===== src/rtl/dpram_port_arbiter.sv =====
// Round-robin arbiter sharing both ports of a true dual-port RAM among N_REQ requesters.
// Optional feature: define DPRAM_ARB_COLLISION_CNT_EN to add the collision_cnt output.
module dpram_port_arbiter #(
    parameter int N_REQ      = 4,
    parameter int DATA_WIDTH = 8,
    parameter int ADDR_WIDTH = 4
) (
    input  logic                        clk,
    input  logic                        rst_n,
    input  logic [N_REQ-1:0]            req,
    input  logic [N_REQ-1:0]            req_we,
    input  logic [N_REQ*ADDR_WIDTH-1:0] req_addr,
    input  logic [N_REQ*DATA_WIDTH-1:0] req_wdata,
    output logic [N_REQ-1:0]            gnt,
    output logic [N_REQ-1:0]            rvalid,
    output logic [N_REQ*DATA_WIDTH-1:0] rdata,
`ifdef DPRAM_ARB_COLLISION_CNT_EN
    output logic [15:0]                 collision_cnt,
`endif
    output logic                        ram_we_a,
    output logic [ADDR_WIDTH-1:0]       ram_addr_a,
    output logic [DATA_WIDTH-1:0]       ram_din_a,
    input  logic [DATA_WIDTH-1:0]       ram_dout_a,
    output logic                        ram_we_b,
    output logic [ADDR_WIDTH-1:0]       ram_addr_b,
    output logic [DATA_WIDTH-1:0]       ram_din_b,
    input  logic [DATA_WIDTH-1:0]       ram_dout_b
);
    localparam int              PW       = (N_REQ > 1) ? $clog2(N_REQ) : 1;
    localparam logic [PW-1:0]   LAST_IDX = PW'(N_REQ - 1);
    localparam logic [PW:0]     N_WIDE   = (PW + 1)'(N_REQ);

    logic [ADDR_WIDTH-1:0] addr_arr  [N_REQ];
    logic [DATA_WIDTH-1:0] wdata_arr [N_REQ];
    logic [DATA_WIDTH-1:0] rd_arr    [N_REQ];

    logic [PW-1:0] ptr;
    logic [PW-1:0] a_idx;
    logic [PW-1:0] b_idx;
    logic [PW-1:0] last_idx;
    logic [PW-1:0] tag_a;
    logic [PW-1:0] tag_b;
    logic          a_found;
    logic          b_found;
    logic          tag_a_vld;
    logic          tag_b_vld;
`ifdef DPRAM_ARB_COLLISION_CNT_EN
    logic          conflict_skip;
`endif

    always_comb begin
        for (int k = 0; k < N_REQ; k++) begin
            addr_arr[k]  = req_addr[k*ADDR_WIDTH +: ADDR_WIDTH];
            wdata_arr[k] = req_wdata[k*DATA_WIDTH +: DATA_WIDTH];
        end
    end

    // Port A takes the first requester at or after ptr; port B continues the scan
    // past the A winner, skipping anything that would collide with A's address.
    always_comb begin
        logic [PW:0]   wide;
        logic [PW-1:0] idx;
        a_found = 1'b0;
        a_idx   = '0;
        b_found = 1'b0;
        b_idx   = '0;
        wide    = '0;
        idx     = '0;
`ifdef DPRAM_ARB_COLLISION_CNT_EN
        conflict_skip = 1'b0;
`endif
        for (int k = 0; k < N_REQ; k++) begin
            wide = {1'b0, ptr} + (PW + 1)'(k);
            if (wide >= N_WIDE) wide = wide - N_WIDE;
            idx = wide[PW-1:0];
            if (!a_found && req[idx]) begin
                a_found = 1'b1;
                a_idx   = idx;
            end
        end
        for (int k = 1; k < N_REQ; k++) begin
            wide = {1'b0, a_idx} + (PW + 1)'(k);
            if (wide >= N_WIDE) wide = wide - N_WIDE;
            idx = wide[PW-1:0];
            if (a_found && !b_found && req[idx]) begin
                if (addr_arr[idx] == addr_arr[a_idx] && (req_we[idx] || req_we[a_idx])) begin
`ifdef DPRAM_ARB_COLLISION_CNT_EN
                    conflict_skip = 1'b1;
`endif
                end else begin
                    b_found = 1'b1;
                    b_idx   = idx;
                end
            end
        end
    end

    assign last_idx = b_found ? b_idx : a_idx;

    always_comb begin
        gnt        = '0;
        ram_we_a   = 1'b0;
        ram_we_b   = 1'b0;
        ram_addr_a = addr_arr[a_idx];
        ram_din_a  = wdata_arr[a_idx];
        ram_addr_b = addr_arr[b_idx];
        ram_din_b  = wdata_arr[b_idx];
        if (rst_n) begin
            if (a_found) begin
                gnt[a_idx] = 1'b1;
                ram_we_a   = req_we[a_idx];
            end
            if (b_found) begin
                gnt[b_idx] = 1'b1;
                ram_we_b   = req_we[b_idx];
            end
        end
    end

    // Read tags remember who owns the RAM output arriving on the next cycle.
    always_ff @(posedge clk) begin
        if (!rst_n) begin
            ptr       <= '0;
            tag_a     <= '0;
            tag_b     <= '0;
            tag_a_vld <= 1'b0;
            tag_b_vld <= 1'b0;
        end else begin
            if (a_found) begin
                ptr <= (last_idx == LAST_IDX) ? '0 : last_idx + PW'(1);
            end
            tag_a     <= a_idx;
            tag_b     <= b_idx;
            tag_a_vld <= a_found && !req_we[a_idx];
            tag_b_vld <= b_found && !req_we[b_idx];
        end
    end

    always_comb begin
        rvalid = '0;
        for (int k = 0; k < N_REQ; k++) begin
            rd_arr[k] = '0;
        end
        if (rst_n && tag_a_vld) begin
            rvalid[tag_a] = 1'b1;
            rd_arr[tag_a] = ram_dout_a;
        end
        if (rst_n && tag_b_vld) begin
            rvalid[tag_b] = 1'b1;
            rd_arr[tag_b] = ram_dout_b;
        end
    end

    always_comb begin
        for (int k = 0; k < N_REQ; k++) begin
            rdata[k*DATA_WIDTH +: DATA_WIDTH] = rd_arr[k];
        end
    end

`ifdef DPRAM_ARB_COLLISION_CNT_EN
    always_ff @(posedge clk) begin
        if (!rst_n) begin
            collision_cnt <= '0;
        end else if (conflict_skip && collision_cnt != 16'hFFFF) begin
            collision_cnt <= collision_cnt + 16'd1;
        end
    end
`endif

endmodule


===== config.mk =====
export PLATFORM = sky130hd
export DESIGN_NAME = dpram_port_arbiter
export DESIGN_NICKNAME = d
export VERILOG_FILES = /design/src/rtl/dpram_port_arbiter.sv
export SDC_FILE = /design/constraint.sdc
export NUM_CORES = 1
export LEC_CHECK = 0
export BUFFER_PORTS_ARGS = -buffer_cell sky130_fd_sc_hd__clkbuf_2
export CAP_MARGIN = 20
export CORE_UTILIZATION = 45
export DETAILED_ROUTE_END_ITERATION = 8
export PLACE_DENSITY = 0.81
export SKIP_CTS_REPAIR_TIMING = 1
export SLEW_MARGIN = 20
export SYNTH_ARGS = -nofsm -noshare
export SYNTH_HDL_FRONTEND = slang
export SYNTH_SLANG_ARGS = --single-unit

===== constraint.sdc =====
create_clock -name clk -period 8.8 [get_ports clk]
set_clock_uncertainty 0.1 [all_clocks]
set_input_delay 1.32 -clock clk [delete_from_list [all_inputs] [get_ports clk]]
set_output_delay 1.32 -clock clk [all_outputs]
set_load 0.05 [all_outputs]

==> results_dict.tcl <==
set metrics [dict create \
    clock_latency_ns 0.22 \
    routedWlPerCell_microns 16.0 \
    pin_count 140 \
    grt_pass1_vias 2929 \
    htree_levels 1 \
    p_int_uw 507 \
    synth_flop_cell "dfxtp_1" \
    start_util 0.480 \
    wl_mm 8.46 \
    yosys_warnings 0 \
    die_y_microns 76.8 \
    globalRouteTotalUtil 0.277 \
    io_buffers 139 \
    fp.dieW_microns 76.8 \
    ys_seq_area_frac 0.0637 \
    finalMaxSlewViolations 0 \
    rows 26 \
    max_slew_margin 0.336 \
    max_freq_mhz 137 \
    syn_area_sq_um 2510 \
    drc_errors 0 \
    synthMuxAreaShare 0.233 \
    max_cap_viol_count 0 \
    ys_ff_latch 8 \
    synth_top_family_by_area "compound AO/OA/AOI/OAI gates" \
    syn_inst 333 \
    seqPwrFrac 0.042 \
    cp_num_buf_inv 4 \
    critical_path_required_ns 7.38 \
    dieArea_sq_um 5890 \
    clkPwrFrac 0.029 \
    synthDistinctLibCells 59 \
    final.min_clock_period_ns 7.30 \
    grt_max_degree 27 \
    cp-end-kind "output port" \
    cp_cell_sequence "clkbuf_2, a21boi_0, o22ai_2, or2_1, buf_4, ha_1, mux4_2, o21a_1, nor3_2, a41oi_4, nand2_1, and2_1, buf_4, mux2i_1, mux2i_1, clkbuf_2" \
    hp-start "ptr[1]" \
    cts.clk_slew.worst_paths_ns 0.04 \
    path_class "in2out" \
    pwr-share-comb 0.929 \
    max-vdd-ir-drop_v 0.000456 \
    hold_depth 2 \
    powerDensity_nw_per_um2 462 \
    finalHoldViolCount 0 \
    min_path_type "reg2reg" \
    critical-path-top-delay-family "simple AND/OR/NAND/NOR gates" \
    grt_antenna_before_repair 0 \
    status "finished, final reports clean" \
    post-route-util 0.619 \
    drive_gt1_frac 0.376 \
    synthXorXnorAreaFrac 0.0383 \
    worst_pin_slew_ns 0.989 \
    ys_top_cells_by_count "nand2_1 (52), mux2i_1 (35), a22o_1 (34)" \
    tns_ns 0 \
    setup_viol 0 \
    antenna_left 0 \
    reg2reg_from "ptr[1]" \
    initialDrtViolationCount 162 \
    fin_crit_sh 0.829 \
    syn_nets 411 \
    crit_arrival_ns 5.88 \
    synthSimpleGateAreaFrac 0.246 \
    cts_sinks 8 \
    viasPerCell 6.11 \
    grt-ovfl-total 0 \
    layout-area-overhead-vs-synth_pct 28.9 \
    clock_path_buffers 2 \
    synth_edf_count 0 \
    synth.most_common_cell "nand2_1" \
    numCtsBuffers 3 \
    synth-async-reset-ratio 0 \
    hold_end "ptr[1]" \
    crit_slowest_cell "ha_1" \
    yosys.area.top_type "mux2i_1" \
    rsz0062_at_grt "false" \
    ys_top_cells_by_area "mux2i_1 (14%), a22o_1 (12%), mux4_2 (9.0%)" \
    grt_pass1_wl_mm 13.4 \
    via_count 3226 \
    diodes 0 \
    cts_tree "done" \
    place_hpwl_mm 6.74 \
    leakage_uw 0.00166 \
    worstPathMaxFanout 17 \
    routabilityCongestion 0.942 \
    cp-start-kind "primary input" \
    r2r_end "ptr[1]" \
    drt_pre_antenna_iters 4 \
    syn_avg_cell_area_sq_um 7.55 \
    core_area_sq_um 5240 \
    final_nets 538 \
    slowest_delay_ns 0.56 \
    power_switching_uw 991 \
    rrSetupSlack_ns 4.12 \
    synthAdderAreaFrac 0.0199 \
    switching_share 0.662 \
    synth_compound_area_frac 0.321 \
    netlist.area_leader.share 0.139 \
    reg2reg_depth 14 \
    ctsRootBufferMaster "clkbuf_8" \
]
-- per-layer routing --
layer  routed length (microns)  vias up  global-route usage
met3                       565       29              0.0310
met4                       310        0               0.158
met1                      3120     1502               0.286
met5                         0        -                   0
met2                      4460      164               0.532
li1                          -     1531                   -
-- cell usage in the layout (no fill, tap or decap), types with 7 or more instances in the layout --
cell type  netlist  final
nor3_1           8      7
a22o_1          34     34
o21ai_0          8      8
clkbuf_2         0    139
xnor2_1          7      7
nand3_1         15     15
nor2_1          15     15
nand2_1         52     52
inv_1           10     10
mux4_2          10     10
a31oi_1         10     10
a21oi_1         18     18
and3_1          13     13
dfxtp_1          8      8
mux2i_1         35     35
-- kinds of logic (layout without fill, tap and decap cells) --
family,Yosys count,in the layout
AND/OR/NAND/NOR,127,127
multiplexers,46,46
adder cells (fa/ha/maj),4,4
AO/OA/AOI/OAI,104,104
flip-flops,8,8
XOR/XNOR,11,11
buffers and inverters,33,158
-- power by group through the flow --
stage,registers [uW],clock network [uW],logic (uW)
after CTS,62.6,43.4,1380
after global routing,65.5,46.6,1470
after global placement,62.9,0,1360
after detailed placement,63.4,0,1380
final,63.1,42.9,1390
after floorplan,59.3,0,1160
-- through the flow --
step,setup WS [ns],hold WS (ns),area (sq um),cells,power (uW)
2_1_floorplan,1.34,0.505,2510,333,1220
3_5_place_dp,1.55,0.574,3190,525,1440
6_report,1.50,0.584,3240,528,1500
3_3_place_gp,1.59,0.555,3190,525,1420
4_1_cts,1.52,0.577,3230,528,1490
5_1_grt,1.26,0.640,3240,528,1580
-- sequential cells by signal (all words and copies together), names as in the netlist --
register / cells
ptr: 2
tag_a: 2
tag_a_vld: 1
tag_b: 2
tag_b_vld: 1
-- cell type report --
cell class / count / area (sq um)
timing repair buffer: 143 / 726
inverter: 12 / 50.0
multi-input combinational: 292 / 2180
clock buffer: 3 / 41.3
tap: 70 / 87.6
fill: 503 / 2000
sequential: 8 / 160
-- how the worst max path moves through the flow --
stage | startpoint | end | slack (ns) | depth (start not counted)
finish | req[1] | ram_din_b[7] | 1.50 | 16
detailed placement | req[1] | gnt[2] | 1.55 | 15
floorplan | req[0] | ram_we_b | 1.34 | 16
CTS | req[1] | gnt[2] | 1.52 | 15
global placement | req[1] | gnt[3] | 1.59 | 15
global route | req[1] | ram_din_b[7] | 1.26 | 16
-- worst min-delay path: stages (launching register included) --
cell and delay, ns:
dfxtp_1 0.37, o221ai_1 0.22, a21oi_1 0.05
Power figures use the tool's default switching activity.
